$ cat src/rtl/pwm_core_pkg.sv
// Shared constants for the PWM counter/compare engine: FSM state encoding,
// default widths and the zero-count value.
package pwm_core_pkg;

    localparam int DEF_WIDTH    = 8;
    localparam int DEF_DT_WIDTH = 4;

    typedef logic [1:0] state_t;

    localparam logic [1:0] ST_IDLE  = 2'd0;
    localparam logic [1:0] ST_RUN   = 2'd1;
    localparam logic [1:0] ST_DRAIN = 2'd2;

    localparam logic [DEF_WIDTH-1:0] ZERO_COUNT = '0;

endpackage

$ cat src/rtl/pwm_deadtime.sv
// Complementary output stage: registers raw onto pwm_h/pwm_l and blanks both
// sides for dead_time cycles after every raw transition.
module pwm_deadtime
    import pwm_core_pkg::*;
#(
    parameter int DT_WIDTH = DEF_DT_WIDTH
) (
    input  logic                i_clk,
    input  logic                i_rst_n,
    input  logic                i_clear,
    input  logic                i_raw,
    input  logic [DT_WIDTH-1:0] i_dead_time,
    output logic                o_pwm_h,
    output logic                o_pwm_l
);

    logic                r_prev_raw;
    logic [DT_WIDTH-1:0] r_dt_cnt;
    logic                r_pwm_h;
    logic                r_pwm_l;

    logic                w_edge;
    logic [DT_WIDTH-1:0] w_dt_nxt;
    logic                w_gap;

    assign w_edge = (i_raw != r_prev_raw);

    // The gap is judged on the post-edge count so dead_time=N yields exactly N blank cycles.
    always_comb begin
        w_dt_nxt = r_dt_cnt;
        if (w_edge) begin
            w_dt_nxt = i_dead_time;
        end else if (r_dt_cnt != '0) begin
            w_dt_nxt = r_dt_cnt - 1'b1;
        end
    end

    assign w_gap = (w_dt_nxt != '0);

    always_ff @(posedge i_clk) begin
        if (!i_rst_n || i_clear) begin
            r_prev_raw <= 1'b0;
            r_dt_cnt   <= '0;
            r_pwm_h    <= 1'b0;
            r_pwm_l    <= 1'b0;
        end else begin
            r_prev_raw <= i_raw;
            r_dt_cnt   <= w_dt_nxt;
            r_pwm_h    <= i_raw & ~w_gap;
            r_pwm_l    <= ~i_raw & ~w_gap;
        end
    end

    assign o_pwm_h = r_pwm_h;
    assign o_pwm_l = r_pwm_l;

endmodule

$ cat src/rtl/pwm_core.sv
// PWM counter/compare engine: IDLE/RUN/DRAIN sequencing, period counter,
// rollover pulse for the shadow-register stage and raw compare.
module pwm_core
    import pwm_core_pkg::*;
#(
    parameter int WIDTH    = DEF_WIDTH,
    parameter int DT_WIDTH = DEF_DT_WIDTH
) (
    input  logic                i_clk,
    input  logic                i_rst_n,
    input  logic                i_enable,
    input  logic [WIDTH-1:0]    i_duty_reg,
    input  logic [WIDTH-1:0]    i_period_reg,
    input  logic [DT_WIDTH-1:0] i_dead_time,
    output logic                o_rollover,
    output logic [WIDTH-1:0]    o_count,
    output logic                o_pwm_h,
    output logic                o_pwm_l,
    output logic                o_busy,
    output state_t              o_state
);

    localparam logic [WIDTH-1:0] COUNT_ZERO = WIDTH'(ZERO_COUNT);

    state_t           r_state;
    logic [WIDTH-1:0] r_count;

    state_t           w_state_nxt;
    logic [WIDTH-1:0] w_count_nxt;
    logic             w_busy;
    logic             w_at_end;
    logic             w_raw;
    logic             w_clear;

    assign w_busy   = (r_state != ST_IDLE);
    assign w_at_end = (r_count == i_period_reg);
    assign w_raw    = w_busy & (r_count < i_duty_reg);

    always_comb begin
        w_state_nxt = r_state;
        case (r_state)
            ST_IDLE:  if (i_enable) w_state_nxt = ST_RUN;
            ST_RUN:   if (!i_enable) w_state_nxt = ST_DRAIN;
            ST_DRAIN: begin
                if (i_enable) begin
                    w_state_nxt = ST_RUN;
                end else if (w_at_end) begin
                    w_state_nxt = ST_IDLE;
                end
            end
            default:  w_state_nxt = ST_IDLE;
        endcase
    end

    // A shrunken period can leave count above period_reg; plain increment then wraps through all-ones.
    always_comb begin
        w_count_nxt = r_count + 1'b1;
        if (!w_busy || (w_state_nxt == ST_IDLE) || w_at_end) begin
            w_count_nxt = COUNT_ZERO;
        end
    end

    always_ff @(posedge i_clk) begin
        if (!i_rst_n) begin
            r_state <= ST_IDLE;
            r_count <= COUNT_ZERO;
        end else begin
            r_state <= w_state_nxt;
            r_count <= w_count_nxt;
        end
    end

    // Outputs are held low in IDLE and forced low on the edge that returns to IDLE.
    assign w_clear = !w_busy || (w_state_nxt == ST_IDLE);

    pwm_deadtime #(
        .DT_WIDTH (DT_WIDTH)
    ) u_deadtime (
        .i_clk       (i_clk),
        .i_rst_n     (i_rst_n),
        .i_clear     (w_clear),
        .i_raw       (w_raw),
        .i_dead_time (i_dead_time),
        .o_pwm_h     (o_pwm_h),
        .o_pwm_l     (o_pwm_l)
    );

    assign o_rollover = w_busy & w_at_end;
    assign o_count    = r_count;
    assign o_busy     = w_busy;
    assign o_state    = r_state;

endmodule

$ cat config.mk
export PLATFORM = sky130hd
export DESIGN_NAME = pwm_core
export DESIGN_NICKNAME = d
export VERILOG_FILES = /design/src/rtl/pwm_core_pkg.sv /design/src/rtl/pwm_deadtime.sv /design/src/rtl/pwm_core.sv
export SDC_FILE = /design/constraint.sdc
export NUM_CORES = 1
export LEC_CHECK = 0
export ABC_AREA = 1
export CAP_MARGIN = 0
export CORE_MARGIN = 4
export CORE_UTILIZATION = 35
export CTS_CLUSTER_SIZE = 20
export DETAILED_ROUTE_END_ITERATION = 7
export SYNTH_ARGS = -nofsm -noshare
export SYNTH_HDL_FRONTEND = slang
export SYNTH_SLANG_ARGS = --single-unit
export TNS_END_PERCENT = 10
$ cat constraint.sdc
create_clock -name i_clk -period 2.1 [get_ports i_clk]
set_input_delay 0.21 -clock i_clk [delete_from_list [all_inputs] [get_ports i_clk]]
set_output_delay 0.21 -clock i_clk [all_outputs]
set_load 0.05 [all_outputs]
# Word level (Yosys, flattened, before mapping)
# Cells that the tools add are included.
[totals] in_bits=23 output_inout_bits=14 word_cells=38 register_bits=17
[classes] bitwise=7 n_reduce_logical=11 muxes=7 n_addsub=2 n_eq_ne=4 magnitude_cmp=1
[op_table] cell="$add A8 B1 Y8 const B" n=1
[op_table] cell="$eq A8 B8 Y1" n=1
[op_table] cell="$lt A8 B8 Y1" n=1
[op_table] cell="$mux W2" n=4
[op_table] cell="$mux W4" n=2
[op_table] cell="$reduce_bool A4 Y1" n=2
[op_table] cell="$pmux W2 S3" n=1
[op_table] cell="$and A1 B1 Y1" n=4
[op_table] cell="$logic_not A2 Y1" n=2
[op_table] cell="$sub A4 B1 Y4 const B" n=1
[op_table] cell="$logic_or A1 B1 Y1" n=3
[op_table] cell="$not A1 Y1" n=3
[op_table] cell="$eq A2 B1 Y1 const B" n=1
[op_table] cell="$eq A2 B2 Y1 const B" n=1
[op_table] cell="$logic_not A1 Y1" n=2
[op_table] cell="$reduce_bool A2 Y1" n=1
[op_table] cell="$reduce_or A2 Y1" n=1
[op_table] cell="$ne A1 B1 Y1" n=1

# Depth between registers and ports, before layout
[depth] depth_word=8 ltp_mapped=14 ltp_nobuf=14

# Hierarchy
# A second synthesis with hierarchy kept.
[unflattened] hier_cells=184 area_unflattened_um2=1149.9
[by_module_without_submodules] module="pwm_core" n_inst=1 area_per_inst_um2=768.2 seq_area_each_um2=200.2 cells_per_inst=122
[by_module_without_submodules] module="pwm_deadtime" n_inst=1 area_per_inst_um2=381.6 seq_area_each_um2=140.1 cells_per_inst=62

# Worst setup path before layout
# OpenSTA, ideal clock, no wires.
[synth_timing] kind="register to output" startpoint="register r_count[5], in the netlist o_count[5]" endpoint="output port o_rollover" setup_slack_ns=0.074 path_buffers=0 path_stages_with_launch=6 arrival_time_ns=1.816 required_ns=1.890 cell_sequence="dfxtp_1 > xnor2_1 > nand2_1 > nor3_1 > nand2_1 > nor2_1"
[synth_between] elab_chain_cells=2
[synth_lines] element="from (decl)" line="pwm_core.sv:26" source="logic [WIDTH-1:0] r_count;"
[synth_lines] element="from (signal assigned)" line="pwm_core.sv:69" source="r_count <= w_count_nxt;"
[synth_lines] element="$eq A8 B8 Y1" line="pwm_core.sv:36" source="assign w_at_end = (r_count == i_period_reg);"
[synth_lines] element="$and A1 B1 Y1" line="pwm_core.sv:88" source="assign o_rollover = w_busy & w_at_end;"
[synth_lines] element="to (decl)" line="pwm_core.sv:15" source="output logic o_rollover,"
# No other way between the ends.

# Worst setup path in the final report
# Ends and elaborated chain as after synthesis.

==> metrics.cfg <==
[sta]
max_freq_mhz=529
slew_headroom_pct=51.4
setup_viol=0
rsz0062_at_grt=no
period_minus_slack_ns=1.89
skew_ns=0.00243
tightest_slew_ns=0.729
drv_slew=0
final_hold_viol_count=0
final.setup.tns_ns=0
min_period_over_period_pct=90.0
fin_ws_ns=0.211

[yosys]
async_flop_share_pct=0
yosysMostFrequentCell=nand2_1
synth_area_sq_um=1050
synthCells=151
synth_cell_types=18
synthesis.nets=183
yosysTopAreaCell=dfxtp_1
synth_edf_count=0
yosysTopAreaCellShare_pct=32.5
yosys_warnings=0
synth_commonest_cells=30 x nand2_1, 24 x inv_1, 19 x nor2_1
synth.yosys.seq_area_share_pct=32.5
ys.flop_type=dfxtp_1
synth.avg_cell_area_sq_um=6.93
ys_ff_latch=17
synthTopCellsByArea=dfxtp_1 33%, ha_1 11%, nand2_1 11%

[critical_path]
regToRegSetupSlack_ns=0.30
worstPathCellList=xnor2_1 > nand2_1 > nor3_1 > nand2_1 > nor2_1 > buf_12
critPathKind=register to output port
worst_path_most_repeated_cell=nand2_1
critPathBufInv=1
max_stage_delay_ns=0.46
rr_endpoint=u_deadtime.o_pwm_l$_SDFF_PP0_
r2r_start=o_count[5]$_SDFF_PP0_
reg2reg_depth=10
worstSetupStartpoint=o_count[5]$_SDFF_PP0_
crit_arrival_ns=1.68
cp-start-kind=register
worstPathMaxFanout=6
required_ns=1.89
crit_family=simple AND/OR/NAND/NOR gates
cp-end-kind=output port
cp_slowest_cell=dfxtp_1

[route]
dr.pass1.iters=4
routed_via_density=4.75
drc=0
first_iter_violations=36
post_drt_wl_per_cell_um=11.5
ant_nets=0
vias=1054
wl_um=2550

[global_route]
antenna_found_initial=0
grt_max_degree=11
grt_pass1_vias=1077
grt_use_total_pct=14.0
grt_overflow=0
grt_first_pass_wirelength_um=4440

[die]
fp.dieH_um=62.7
die_w_um=62.7
die-area_sq_um=3930
pin_count=37
coreArea_sq_um=2810
initial_core_util_pct=37.3
rows=19

[clocking]
clock_latency_ns=0.29
cts_htree_levels=1
numCtsBuffers=3
cts-root-buf=clkbuf_4
cts.reportedPaths.clkPinSlew_ns=0.10
clock-sinks=17
holdBufCountCts=0
cts_tree=built
clock_path_buffers=2

[placed_design]
pre_cts_ws_ns=0.0682
dp_hpwl_um=2070
place_congestion=0.832
portBuffers=36

[layout]
drive_gt1_share_pct=4.71
multi_input_area_sq_um=612
nNetsFinal=224
area_growth_pct=42.0
fill_cells=282
num_antenna_cells=0
seq_area_sq_um=340

[pwr]
worst_ir_drop_vdd_mv=0.267
p_leak_uw=0.000706
p_per_area_nw_per_um2=442

[outcome]
status=finished, final reports clean

[hold_path]
whs_path_depth=3
hold_class=input port to register
min_from=i_enable
min_delay_worst_endpoint=o_state[0]$_SDFF_PN0_

[flow_run]
cap_violations=0

-- flip-flops by register name, summed over array words and instances (netlist names) --
register and cells:
o_count 8, u_deadtime.r_dt_cnt 4, o_state 2, u_deadtime.o_pwm_h 1
u_deadtime.o_pwm_l 1, u_deadtime.r_prev_raw 1
-- worst max path at each step --
stage	end	slack [ns]	cells past startpoint
2_1_floorplan	o_rollover	0.07	5
3_3_place_gp	u_deadtime.r_dt_cnt[3]$_SDFF_PP0_	0.11	9
3_5_place_dp	u_deadtime.o_pwm_l$_SDFF_PP0_	0.07	12
4_1_cts	o_busy	0.11	3
5_1_grt	o_rollover	0.04	6
6_report	o_rollover	0.21	6
-- cell families after synthesis --
group,synth area share (%)
adder cells (fa/ha/maj),10.8
AND/OR/NAND/NOR,30.4
buffers and inverters,8.97
flip-flops,32.5
AO/OA/AOI/OAI,7.30
XOR/XNOR,10.0
-- worst reg2reg max path, stage by stage, from the launching register on --
cell,delay [ns]
dfxtp_1,0.46
ha_1,0.29
a21oi_1,0.13
nor2_1,0.06
nor2_2,0.13
nand3_1,0.18
nand3_1,0.15
nand2_1,0.06
nor2_1,0.12
nand2_1,0.08
nor2_1,0.09
-- timing repair --
item | in CTS | in global routing
setup endpoints to repair | 0 | 1
gates resized for setup | 0 | 1
buffers inserted | 0 | 0
hold endpoints to repair | 0 | 0
-- power by group --
part	switching, uW	internal, uW
combinational	73.5	71.0
clock	107	71.0
sequential	5.98	328
-- cell usage in the layout, fill, tap and decap left out, drive strengths merged --
master and instances:
clkdlybuf4s50 34, nand2 32, inv 25, nor2 20
dfxtp 17, nand3 14, ha 9, a21oi 8
xor2 7, xnor2 5, nor3 5, o21ai 4
clkbuf 3, nand4 2, o221ai 1, nor3b 1
o31ai 1, clkinv 1, dlymetal6s2s 1, buf 1
-- metal layers --
metal  GRT usage [%]  part of all wire, %  vias to the layer above
li1                -                    -                      559
met1            14.8                   43                      460
met2            25.2                   50                       31
met3            5.04                  5.7                        4
met4            4.96                  1.1                        0
met5               0                    0                        -
-- through the flow --
stage          total power [uW]  area, sq um  hold WS, ns  util, %  instances
3_5_place_dp                486         1460        0.530     51.9        218
3_3_place_gp                483         1460        0.528     51.9        218
5_1_grt                     700         1490        0.517     52.9        222
4_1_cts                     669         1480        0.483     52.9        222
2_1_floorplan               420         1050        0.351        -        151
6_report                    656         1490        0.498     52.9        222
-- cell type report --
cell class	count	share of cell area [%]
multi-input cells	109	41.2
repair buffers	36	25.1
flip-flops and latches	17	22.9
inverters	25	6.32
well taps	31	2.61
clock buffers	3	1.52
clock inverters	1	0.337
(Power assumes the default switching activity.)
